## src/rtl/proyecto4_pkg.sv

```systemverilog
// proyecto4_pkg: shared width defaults, HALT opcode and fetch FSM encoding.
package proyecto4_pkg;
  localparam int ADDR_W_DEF = 8;
  localparam int DATA_W_DEF = 16;
  localparam logic [3:0] OPC_HALT = 4'hF;
  typedef enum logic [1:0] {START, RUN, HALT} state_e;
endpackage

```

## src/rtl/instr_rom.sv

```systemverilog
// instr_rom: synchronous-read instruction ROM with 1-cycle latency.
// Contents come from INIT, a packed hex image with word i at bits [i*DATA_W +: DATA_W].
module instr_rom #(
  parameter int ADDR_W = 8,
  parameter int DATA_W = 16,
  parameter logic [DATA_W*(2**ADDR_W)-1:0] INIT = '0
) (
  input  logic              clk,
  input  logic              en_i,
  input  logic [ADDR_W-1:0] addr_i,
  output logic [DATA_W-1:0] data_o
);
  logic [DATA_W-1:0] mem [2**ADDR_W];
  logic [DATA_W-1:0] data_q;
  for (genvar i = 0; i < 2**ADDR_W; i++) begin : g_mem
    assign mem[i] = INIT[i*DATA_W +: DATA_W];
  end
  always_ff @(posedge clk) begin
    if (en_i) data_q <= mem[addr_i];
  end
  assign data_o = data_q;
endmodule

```

## src/rtl/fetch_stage.sv

```systemverilog
// fetch_stage: instruction fetch with stall, redirect and HALT handling.
// Define FETCH_COUNT_EN to add the 16-bit fetch_count transfer counter output.
module fetch_stage
  import proyecto4_pkg::*;
#(
  parameter int ADDR_W = ADDR_W_DEF,
  parameter int DATA_W = DATA_W_DEF,
  parameter logic [ADDR_W-1:0] RESET_PC = '0,
  parameter logic [DATA_W*(2**ADDR_W)-1:0] ROM_INIT = '0
) (
  input  logic              clk,
  input  logic              reset,
  input  logic              br_valid,
  input  logic [ADDR_W-1:0] br_target,
  input  logic              out_ready,
  output logic              out_valid,
  output logic [DATA_W-1:0] out_instr,
  output logic [ADDR_W-1:0] out_pc,
  output logic              halted
`ifdef FETCH_COUNT_EN
  ,
  output logic [15:0]       fetch_count
`endif
);
  state_e            state_q, state_d;
  logic [ADDR_W-1:0] pc_q, pc_d, opc_q, opc_d;
  logic              vld_q, vld_d;
  logic              load, xfer;
  logic [DATA_W-1:0] rom_data;

  instr_rom #(
    .ADDR_W(ADDR_W),
    .DATA_W(DATA_W),
    .INIT  (ROM_INIT)
  ) u_rom (
    .clk   (clk),
    .en_i  (load),
    .addr_i(pc_q),
    .data_o(rom_data)
  );

  assign xfer = vld_q && out_ready;

  // pc_q is the ROM address; in RUN it is always the next word to present
  always_comb begin
    state_d = state_q;
    pc_d    = pc_q;
    vld_d   = vld_q;
    opc_d   = opc_q;
    load    = 1'b0;
    if (br_valid) begin
      state_d = RUN;
      pc_d    = br_target;
      vld_d   = 1'b0;
    end else if (state_q == START) begin
      state_d = RUN;
    end else if (state_q == RUN && xfer && rom_data[DATA_W-1 -: 4] == OPC_HALT) begin
      state_d = HALT;
      vld_d   = 1'b0;
    end else if (state_q == RUN && (!vld_q || out_ready)) begin
      load  = 1'b1;
      vld_d = 1'b1;
      opc_d = pc_q;
      pc_d  = pc_q + 1'b1;
    end
  end

  always_ff @(posedge clk or negedge reset) begin
    if (!reset) begin
      state_q <= START;
      pc_q    <= RESET_PC;
      opc_q   <= '0;
      vld_q   <= 1'b0;
    end else begin
      state_q <= state_d;
      pc_q    <= pc_d;
      opc_q   <= opc_d;
      vld_q   <= vld_d;
    end
  end

  assign out_valid = vld_q;
  assign out_pc    = opc_q;
  assign out_instr = vld_q ? rom_data : '0;
  assign halted    = state_q == HALT;

`ifdef FETCH_COUNT_EN
  logic [15:0] cnt_q;
  always_ff @(posedge clk or negedge reset) begin
    if (!reset) cnt_q <= '0;
    else if (xfer) cnt_q <= cnt_q + 16'd1;
  end
  assign fetch_count = cnt_q;
`endif
endmodule

```

## config.mk

```make
export PLATFORM = sky130hd
export DESIGN_NAME = fetch_stage
export DESIGN_NICKNAME = d
export VERILOG_FILES = /design/src/rtl/proyecto4_pkg.sv /design/src/rtl/instr_rom.sv /design/src/rtl/fetch_stage.sv
export SDC_FILE = /design/constraint.sdc
export NUM_CORES = 1
export LEC_CHECK = 0
export BUFFER_PORTS_ARGS = -buffer_cell sky130_fd_sc_hd__clkbuf_2
export CAP_MARGIN = 20
export CORE_MARGIN = 3
export CORE_UTILIZATION = 30
export CTS_BUF_LIST = sky130_fd_sc_hd__clkbuf_4 sky130_fd_sc_hd__clkbuf_8
export CTS_CLUSTER_DIAMETER = 40
export CTS_CLUSTER_SIZE = 12
export DETAILED_ROUTE_END_ITERATION = 8
export PLACE_DENSITY = 0.5
export SYNTH_ARGS = -nofsm -noshare
export SYNTH_HDL_FRONTEND = slang
export SYNTH_HIERARCHICAL = 1
export SYNTH_SLANG_ARGS = --single-unit
```

## constraint.sdc

```tcl
create_clock -name clk -period 2.25 [get_ports clk]
set_clock_uncertainty 0.2 [all_clocks]
set_input_delay 0.3375 -clock clk [delete_from_list [all_inputs] [get_ports clk]]
set_output_delay 0.3375 -clock clk [all_outputs]
set_load 0.02 [all_outputs]
```

==> metrics.md, run 1 <==
| Metric | Value |
|---|---|
| Status | completed |
| Peak Freq | 0.539 GHz |
| Synth unique cells | 33 |
| Latest clock arrival within the worst-skew pair | 0.25 ns |
| Leakage power | between 0.5 and 0.6 nW |
| CP arrival | 1.79 ns |
| Largest net degree at the start of global routing | 20 |
| Row cnt | 22 |
| Remaining global-route overflow | 0 |
| CP max stage delay | 0.39 ns |
| Max-cap viol count | 0 |
| Initial antenna violation count | 0 |
| Die area | about 0.0047 mm² |
| Gpl congestion | around 0.77 |
| Synthesis Warnings | 6 |
| Port buffer count | 21 |
| Clk root buf | clkbuf_8 |
| Starting density of the core | about a third |
| I/O pin cnt | 38 |
| Final setup violation count | 0 |
| WP data required | ~2.2 ns |
| DR vias | roughly 840 |
| Worst Hold Launch | br_target[4] |
| CTS tree | done |
| Slowest cell on the critical path | mux2_2 |
| Drt drc | 0 |
| Worst Setup SP | state_q[0]$_DFFE_PN0P_ |
| # diodes | 0 |
| Ys async rst share | 100% |
| Avg WL per Cell | about 12 µm |
| CP max FO | 14 |
| Hold Path Class | input port to flip-flop |
| CTS resizes | 0 |
| Worst vdd ir | a little under 0.0003 V |
| Routed WL | between 2000 and 2500 µm |
| DRT antenna net count | 0 |
| Final Max Tran Viols | 0 |
| Seq/Total Area, Yosys | slightly above 40% |
| Final hold violation count | 0 |
| Die X | around 68 µm |
| Reg-to-reg startpoint | state_q[0]$_DFFE_PN0P_ |
| Layout cells sized above 1 | between 20% and 30% |
| Final Non-Filler Cells | 192 |
| Hold buffers post-CTS | 1 |
| Startpoint types | flip-flop |
| Post-CTS setup buffers | 0 |
| GRT Total Usage | approximately a tenth |
| Placed insts | between 150 and 200 |
| DR iter-0 viols | 29 |
| Worst setup path class | flip-flop to flip-flop |
| Avg Cell Area, Syn | about 9.6 µm² |
| Max clock buf depth | 2 |
| Vias in the first global route | 812 |
| Core Region | between 0.003 and 0.004 mm² |
| Vias per Instance | approximately 4.4 |
| Fin nets | 158 |
| Total CTS buffers | 3 |
| Final worst-path cycle share | approximately 83% |
| Syn Inst Count | 122 |
| 1st-pass router iterations | 2 |
| First-pass GRT wire length | about 3600 µm |
| Final setup TNS | 0 ns |
| Most frequent cells in the layout | clkbuf_2, dfrtp_1, conb_1 |
| CP Capture Type | flip-flop |
| Fin crit period | 1.86 ns |
| Cell Area, Synth | approximately 0.0012 mm² |
| RSZ-0062 raised after global routing | false |
| Most common flop cell mapped by yosys | dfrtp_1 |
| #FFs+latches synth | 19 |
| Number of synthesized flops with an enable pin | 0 |
| Commonest non-fill, non-tap cell in the layout | clkbuf_2 |
| Worst-path cell chain | nor2b_4, o211ai_4, nor2_2, mux2_2 |
| CTS clk-pin slew, worst paths | ~0.07 ns |
| Synth-to-Final Area Change | 12.4% |
| Die height | approximately 70 µm |
| CTS sink cnt | 19 |
| DP HPWL | 1750 µm |
| Pwr Density | ~700 mW/mm² |
| H-tree depth | 1 |
final timing paths:
kind | cells after the start | slack, ns | to
setup / recovery | 4 | 0.39 | out_pc[0]$_DFFE_PN0P_
hold / removal | 3 | 0.09 | pc_q[4]$_DFFE_PN0P_
setup reg to reg | 4 | 0.39 | out_pc[0]$_DFFE_PN0P_
hold reg to reg | 1 | 0.31 | out_pc[3]$_DFFE_PN0P_
max in group asynchronous | 2 | 1.16 | state_q[1]$_DFFE_PN0P_
min in group asynchronous | 2 | 0.37 | pc_q[4]$_DFFE_PN0P_
cell families after synthesis:
| family | synth area share, % |
|---|---|
| XOR/XNOR | 0.749 |
| AND/OR/NAND/NOR | 23.9 |
| AO/OA/AOI/OAI | 12.2 |
| flip-flops | 40.6 |
| adder cells (fa/ha/maj) | 1.07 |
| multiplexers | 7.70 |
| buffers and inverters | 13.5 |
| other | 0.321 |
per-layer routing:
layer | vias up | part of all wire [%] | GRT usage [%]
li1 | 435 | - | -
met1 | 391 | 44 | 12.9
met2 | 15 | 51 | 16.9
met3 | 2 | 3.9 | 3.61
met4 | 0 | 0.98 | 1.49
met5 | - | 0 | 0
Yosys cell counts, drive strengths merged (2+ instances only):
| cell type | instances | area [µm²] |
|---|---|---|
| nand3 | 5 | 25.0 |
| and2 | 15 | 93.8 |
| nor2b | 2 | 20.0 |
| buf | 17 | 131 |
| o211ai | 2 | 28.8 |
| a21oi | 3 | 15.0 |
| or4 | 3 | 22.5 |
| mux2 | 8 | 90.1 |
| a31oi | 4 | 25.0 |
| nand2 | 8 | 32.5 |
| inv | 4 | 15.0 |
| clkbuf | 3 | 11.3 |
| o31ai | 3 | 22.5 |
| dfrtp | 19 | 475 |
| nor2 | 7 | 28.8 |
| or3 | 3 | 18.8 |
| o21ai | 5 | 25.0 |
critical path: cells and delay by family (launching register included):
kind | cells | cell delay, ns
flops | 1 | 0.38
compound gates | 1 | 0.17
mux | 1 | 0.39
simple gates | 2 | 0.59
sequential cells by signal, summed over array words and instances, names as in the netlist:
register	cells
pc_q	8
out_pc	8
state_q	2
out_valid	1
report_power, final:
group	switching (mW)	total (mW)	internal (mW)
logic	0.156	0.254	0.0984
clock network	0.103	0.241	0.138
registers	0.0394	0.435	0.395
total	0.298	0.929	0.631
per-stage QoR:
stage / hold slack (ns) / setup WS [ns] / total power [mW] / cell area [µm²] / util, %
after floorplan: -0.158 / 0.558 / 0.636 / 1230 / -
after global placement: 0.114 / 0.436 / 0.689 / 1260 / 33.8
after detailed placement: 0.116 / 0.395 / 0.695 / 1260 / 33.8
after CTS: 0.0877 / 0.388 / 0.945 / 1320 / 35.4
after global routing: 0.0985 / 0.299 / 0.998 / 1320 / 35.4
final: 0.0919 / 0.393 / 0.929 / 1320 / 35.4
area by class of cell:
| type | count | area, µm² |
|---|---|---|
| flip-flops and latches | 19 | 475 |
| clock buffers | 4 | 48.8 |
| fillers | 387 | 2400 |
| inverters | 4 | 15.0 |
| repair buffers | 23 | 123 |
| multi-input cells | 94 | 593 |
| well taps | 48 | 60.1 |
Power figures use the tool's default switching activity.
==> run 2: changes to the inputs <==
Settings changed: PLACE_DENSITY 0.5 to 0.52.
Clock period 2.25 ns to 1.61 ns, I/O delays scaled along.
==> run 2 against run 1 <==
  * The flow now finishes with violations (setup timing)
  * Critical path depth is the same
  * Power grew 47%
  * Clock-buffer cell count down 1
  * Wire length increased by 8.4%
  * Sequential power rose by 39%
  * Die area unchanged
  * Non-clock buffer count is 17 higher
  * Hold slack lost 0.059 ns
  * Sequential share of layout area fell by 4.6 points
  * Setup slack worse by 0.46 ns
  * Largest cell class unchanged
==> metrics.md, run 2 (synthesis gave the netlist of run 1 again) <==
| Metric | Value |
|---|---|
| Most frequent cells in the layout | clkbuf_2, dfrtp_1, buf_4, conb_1, and2_1 |
| Die height | 68.4 µm (unchanged) |
| Synth-to-Final Area Change | 29.3% |
| Routed WL | 2430 µm (+8.4%) |
| Fin nets | 175 (+11%) |
| Remaining global-route overflow | 0 (unchanged) |
| Worst-path cell chain | nor2b_4, o211ai_4, nor2_4, mux2_2 |
| Worst reg2reg setup slack | -0.07 ns (-0.46 ns) |
| Clk network pwr share | 23.8% (-2.1 points) |
| Largest net degree at the start of global routing | 20 (unchanged) |
| Worst hold margin | 0.0328 ns (-0.0591 ns) |
| First-pass GRT wire length | 4080 µm (+14%) |
| CTS clk-pin slew, worst paths | 0.07 ns (about the same) |
| DRT antenna net count | 0 (unchanged) |
| Port buffer count | 21 (unchanged) |
| Flop pwr share | 44.1% (-2.6 points) |
| Row cnt | 22 (unchanged) |
| CP arrival | 1.62 ns (-0.17 ns) |
| Switching portion of total power | 33.1% (+1.0 points) |
| Area after DPL | 0.00134 mm² (+6.9%) |
| Starting density of the core | 31.5% (unchanged) |
| Final Max Tran Viols | 0 (unchanged) |
| Failing checks | setup timing |
| Worst Setup SP | state_q[1]$_DFFE_PN0P_ |
| Peak Freq | 0.595 GHz (+11%) |
| Fillers | 383 (-1.0%) |
| Total CTS buffers | 3 (unchanged) |
| Combinational share of power | 32.0% (+4.6 points) |
| CP max stage delay | 0.41 ns (+0.02 ns) |
| CTS tree | done |
| Reg2reg end | out_pc[3]$_DFFE_PN0P_ |
| Power Total | 1.37 mW (+47%) |
| Max-cap viol count | 0 (unchanged) |
| I/O pin cnt | 38 (unchanged) |
| Hold Path Class | input port to flip-flop |
| Startpoint types | flip-flop |
| WP data required | 1.55 ns (-0.64 ns) |
| Drt drc | 0 (unchanged) |
| Final worst-path cycle share | 104% (+22 points) |
| Leakage power | 0.689 nW (+15%) |
| GRT Total Usage | 11.7% (+1.5 points) |
| Layout cells sized above 1 | 39.1% (+12 points) |
| Final setup violation count | 12 (+12) |
| DR vias | 915 (+8.5%) |
| Latest clock arrival within the worst-skew pair | 0.26 ns (about the same) |
| Worst setup path class | flip-flop to flip-flop |
| Status | finished, violations left |
| DR iter-0 viols | 8 (-72%) |
| Worst Hold Endpoint | pc_q[6]$_DFFE_PN0P_ |
| Final hold violation count | 0 (unchanged) |
| Die area | 0.00468 mm² (unchanged) |
| 1st-pass router iterations | 4 (+2) |
| Gpl congestion | 0.824 (+7.5%) |
| Initial antenna violation count | 0 (unchanged) |
| Vias per Instance | 4.38 (-0.29%) |
| Core Region | 0.00372 mm² (unchanged) |
| Internal power | 0.915 mW (+45%) |
| Worst vdd ir | 0.000474 V (+61%) |
| Sw power | 0.454 mW (+52%) |
| RSZ-0062 raised after global routing | true |
| Reg-to-reg startpoint | state_q[1]$_DFFE_PN0P_ |
| Clk root buf | clkbuf_8 |
| Pwr Density | 905 mW/mm² (+28%) |
| CTS sink cnt | 19 (unchanged) |
| Avg WL per Cell | 11.6 µm (-0.44%) |
| Max clock buf depth | 2 (unchanged) |
| Setup ws final | -0.0693 ns (-0.462 ns) |
| CP Capture Type | flip-flop |
| H-tree depth | 1 (unchanged) |
| Die X | 68.4 µm (unchanged) |
| Fin area | 0.00151 mm² (+15%) |
| # diodes | 0 (unchanged) |
| CP max FO | 8 (-6) |
| Worst reg-to-reg path cell count | 4 (unchanged) |
| Final setup TNS | -0.589 ns (-0.589 ns) |
| DP HPWL | 1790 µm (+2.5%) |
| Vias in the first global route | 877 (+8.0%) |
| Hold Crit Depth | 3 (unchanged) |
| Worst Hold Launch | br_target[6] |
| Commonest non-fill, non-tap cell in the layout | clkbuf_2 |
| Slowest cell on the critical path | dfrtp_1 |
| Fin crit period | 1.68 ns (-0.178 ns) |
run 2: cell types whose count changed in the layout (fill, tap and decap cells not counted), sizes merged:
cell / previous run / this run
buf: 1 / 17
clkbuf: 25 / 23
clkinv: 0 / 1
dlygate4sd3: 1 / 3
run 2: cell type report:
type                       instances  area [µm²]  share of cell area (%)
clock inverter                     1        5.00                   0.331
sequential                        19         477                    31.5
clock buffer                       3        41.3                    2.73
timing repair buffer              40         262                    17.3
inverter                           4        15.0                   0.993
multi-input combinational         94         653                    43.2
tap                               48        60.1                    3.97
run 2: worst max path at each step:
stage,to,slack [ns],depth (start not counted)
3_3_place_gp,pc_q[5]$_DFFE_PN0P_,-0.009,4
6_report,out_pc[3]$_DFFE_PN0P_,-0.07,4
3_5_place_dp,pc_q[5]$_DFFE_PN0P_,-0.05,4
4_1_cts,out_pc[2]$_DFFE_PN0P_,-0.03,4
2_1_floorplan,pc_q[5]$_DFFE_PN0P_,-0.001,4
5_1_grt,pc_q[3]$_DFFE_PN0P_,-0.12,5
run 2: stage by stage:
step,instances,util (%),setup WS [ns]
2_1_floorplan,137,-,-0.00114
3_3_place_gp,197,36.1,-0.00903
3_5_place_dp,197,36.1,-0.0472
4_1_cts,208,39.2,-0.0273
5_1_grt,209,40.7,-0.124
6_report,209,40.7,-0.0693
run 2: routing by layer:
layer,up-vias,GRT usage (%),share of wire [%]
met4,0,3.72,0.41
li1,469,-,-
met5,-,0,0
met1,431,14.8,43
met2,13,19.0,52
met3,2,3.61,4.1
run 2: repair_timing:
action                                  CTS  global route
pin swaps                                 8             8
endpoints found under the hold margin    21             0
resized for setup                         2            12
setup buffers                             4             1
hold buffers                              3             0
endpoints found under the setup margin   11            15
run 2: critical path: cells and delay by family, from the launching register on:
family | cells | cell delay [ns]
simple gates | 2 | 0.43
flops | 1 | 0.41
mux | 1 | 0.37
compound gates | 1 | 0.15
run 2: power by group through the flow:
stage	Sequential, mW	Combinational (mW)	Clock [mW]
2_1_floorplan	0.667	0.225	0
3_3_place_gp	0.607	0.387	0
3_5_place_dp	0.610	0.392	0
4_1_cts	0.601	0.413	0.340
5_1_grt	0.616	0.483	0.362
6_report	0.604	0.438	0.326
==> run 3: changes to the inputs <==
Settings changed: CELL_PAD_IN_SITES_DETAIL_PLACEMENT from default to 0, CELL_PAD_IN_SITES_GLOBAL_PLACEMENT from default to 1, PLACE_DENSITY 0.52 to 0.66.
==> run 3 against run 2 <==
  * The flow still finishes with violations (setup timing)
  * Wire length up 12%
  * Hold slack worse by 0.013 ns
  * Critical path depth up 1
  * Final cell count down 0.48%
  * Clock power up 2%
  * Sequential share of layout area down 1.1 points
  * Design area up 4.2%
  * Core utilization up 1.7 points
  * Combinational power up 11%
  * Non-clock buffer count down 1
  * Maximum frequency up 1.8%
  * Largest cell class unchanged
  * Largest power group unchanged
==> metrics.md, run 3 (synthesis gave the netlist of run 1 again) <==
| Metric | Value |
|---|---|
| Final worst-path cycle share | 102% (-1.9 points) |
| Peak Freq | 0.606 GHz (+1.8%) |
| CP arrival | 1.63 ns (about the same) |
| Worst vdd ir | 0.000370 V (-22%) |
| Area after DPL | 0.00135 mm² (+0.56%) |
| Remaining global-route overflow | 0 (unchanged) |
| DP HPWL | 1930 µm (+8.0%) |
| CTS sink cnt | 19 (unchanged) |
| Setup ws final | -0.0392 ns (+0.0301 ns) |
| Core Region | 0.00372 mm² (unchanged) |
| Final hold violation count | 0 (unchanged) |
| Total CTS buffers | 3 (unchanged) |
| Final Non-Filler Cells | 208 (-0.48%) |
| 1st-pass router iterations | 4 (unchanged) |
| Avg WL per Cell | 13.1 µm (+13%) |
| Fin area | 0.00158 mm² (+4.2%) |
| Slowest cell on the critical path | dfrtp_1 |
| Worst reg2reg setup slack | -0.04 ns (+0.03 ns) |
| Layout cells sized above 1 | 41.3% (+2.1 points) |
| GRT Total Usage | 12.0% (+0.27 points) |
| Hold Crit Depth | 2 (-1) |
| Latest clock arrival within the worst-skew pair | 0.26 ns (about the same) |
| Fin nets | 174 (-0.57%) |
| First-pass GRT wire length | 4240 µm (+3.7%) |
| Final Max Tran Viols | 0 (unchanged) |
| Max-cap viol count | 0 (unchanged) |
| Final setup violation count | 10 (-2) |
| Worst Hold Launch | br_target[1] |
| Worst setup path class | flip-flop to flip-flop |
| # diodes | 0 (unchanged) |
| Clk root buf | clkbuf_8 |
| Util after Layout | 42.4% (+1.7 points) |
| Worst Hold Endpoint | pc_q[1]$_DFFE_PN0P_ |
| Power Total | 1.43 mW (+4.8%) |
| Gpl congestion | 0.775 (-6.0%) |
| Die height | 68.4 µm (unchanged) |
| Commonest non-fill, non-tap cell in the layout | clkbuf_2 |
| Die area | 0.00468 mm² (unchanged) |
| Worst reg-to-reg path cell count | 5 (+1) |
| Failing checks | setup timing |
| CP max FO | 7 (-1) |
| Most frequent cells in the layout | clkbuf_2, dfrtp_1, conb_1 |
| Vias per Instance | 4.48 (+2.2%) |
| Fillers | 369 (-3.7%) |
| RSZ-0062 raised after global routing | true |
| Initial antenna violation count | 0 (unchanged) |
| Worst hold margin | 0.0197 ns (-0.0131 ns) |
| Worst-path cell chain | nor2b_4, o211ai_4, buf_6, or3_1, a31oi_1 |
| Row cnt | 22 (unchanged) |
| Startpoint types | flip-flop |
| Placed insts | 198 (+0.51%) |
| DR iter-0 viols | 16 (+8) |
| Largest net degree at the start of global routing | 20 (unchanged) |
| Port buffer count | 21 (unchanged) |
| Hold Path Class | input port to flip-flop |
| Starting density of the core | 31.5% (unchanged) |
| Status | finished, violations left |
| DR vias | 931 (+1.7%) |
| CP Capture Type | flip-flop |
| Vias in the first global route | 904 (+3.1%) |
| CTS clk-pin slew, worst paths | 0.08 ns (about the same) |
| Synth-to-Final Area Change | 34.8% |
| Pwr Density | 909 mW/mm² (+0.55%) |
| Reg2reg end | pc_q[3]$_DFFE_PN0P_ |
| Final setup TNS | -0.229 ns (+0.360 ns) |
| WP data required | 1.59 ns (+0.04 ns) |
| Die X | 68.4 µm (unchanged) |
| Pre-CTS WS | -0.0869 ns (-0.0397 ns) |
| CTS tree | done |
| Leakage power | 0.726 nW (+5.4%) |
| DRT antenna net count | 0 (unchanged) |
| Max clock buf depth | 2 (unchanged) |
| Fin crit period | 1.65 ns (-0.0301 ns) |
| CP max stage delay | 0.43 ns (+0.02 ns) |
| H-tree depth | 1 (unchanged) |
| I/O pin cnt | 38 (unchanged) |
| Reg-to-reg startpoint | state_q[1]$_DFFE_PN0P_ |
| Routed WL | 2730 µm (+12%) |
| Worst Setup SP | state_q[1]$_DFFE_PN0P_ |
| Drt drc | 0 (unchanged) |
run 3: cell types whose count changed in the layout (fill, tap and decap cells not counted), sizes merged:
cell	delta
dlygate4sd3	-1
run 3: worst max path at each step:
stage                                to  slack (ns)  cells past startpoint
floorplan           pc_q[5]$_DFFE_PN0P_      -0.001                      4
global placement    pc_q[3]$_DFFE_PN0P_       -0.01                      5
detailed placement  pc_q[5]$_DFFE_PN0P_       -0.09                      4
CTS                 pc_q[6]$_DFFE_PN0P_       -0.06                      6
global route        pc_q[3]$_DFFE_PN0P_       -0.08                      5
finish              pc_q[3]$_DFFE_PN0P_       -0.04                      5
run 3: repair_timing:
| item | CTS | global route |
|---|---|---|
| setup endpoints to repair | 12 | 15 |
| pin swaps | 7 | 12 |
| setup buffers | 4 | 0 |
| gates resized for setup | 10 | 19 |
| hold buffers | 2 | 0 |
| hold endpoints to repair | 20 | 0 |
run 3: cell type report:
class	count	area [µm²]	area share (%)
Multi-Input combinational cell	94	697	44.2
Sequential cell	19	479	30.4
Timing Repair Buffer	39	279	17.7
Tap cell	48	60.1	3.81
Clock buffer	3	41.3	2.62
Inverter	4	15.0	0.952
Clock inverter	1	5.00	0.317
run 3: worst max-delay path, delay by kind of cell (launching register included):
family          cells  cell delay (ns)
compound gates      2             0.33
buf+inv             1             0.15
simple gates        2             0.46
flops               1             0.43
run 3: where the power goes:
part	switching (mW)	total, mW	internal (mW)
Sequential	0.0637	0.617	0.553
Combinational	0.260	0.484	0.224
Clock	0.161	0.333	0.172
run 3: per-layer routing:
metal	track usage, %	wire [µm]	vias up
met5	0	0	-
met2	21.2	1440	19
li1	-	-	468
met1	14.5	1160	442
met4	3.72	14	0
met3	2.30	115	2
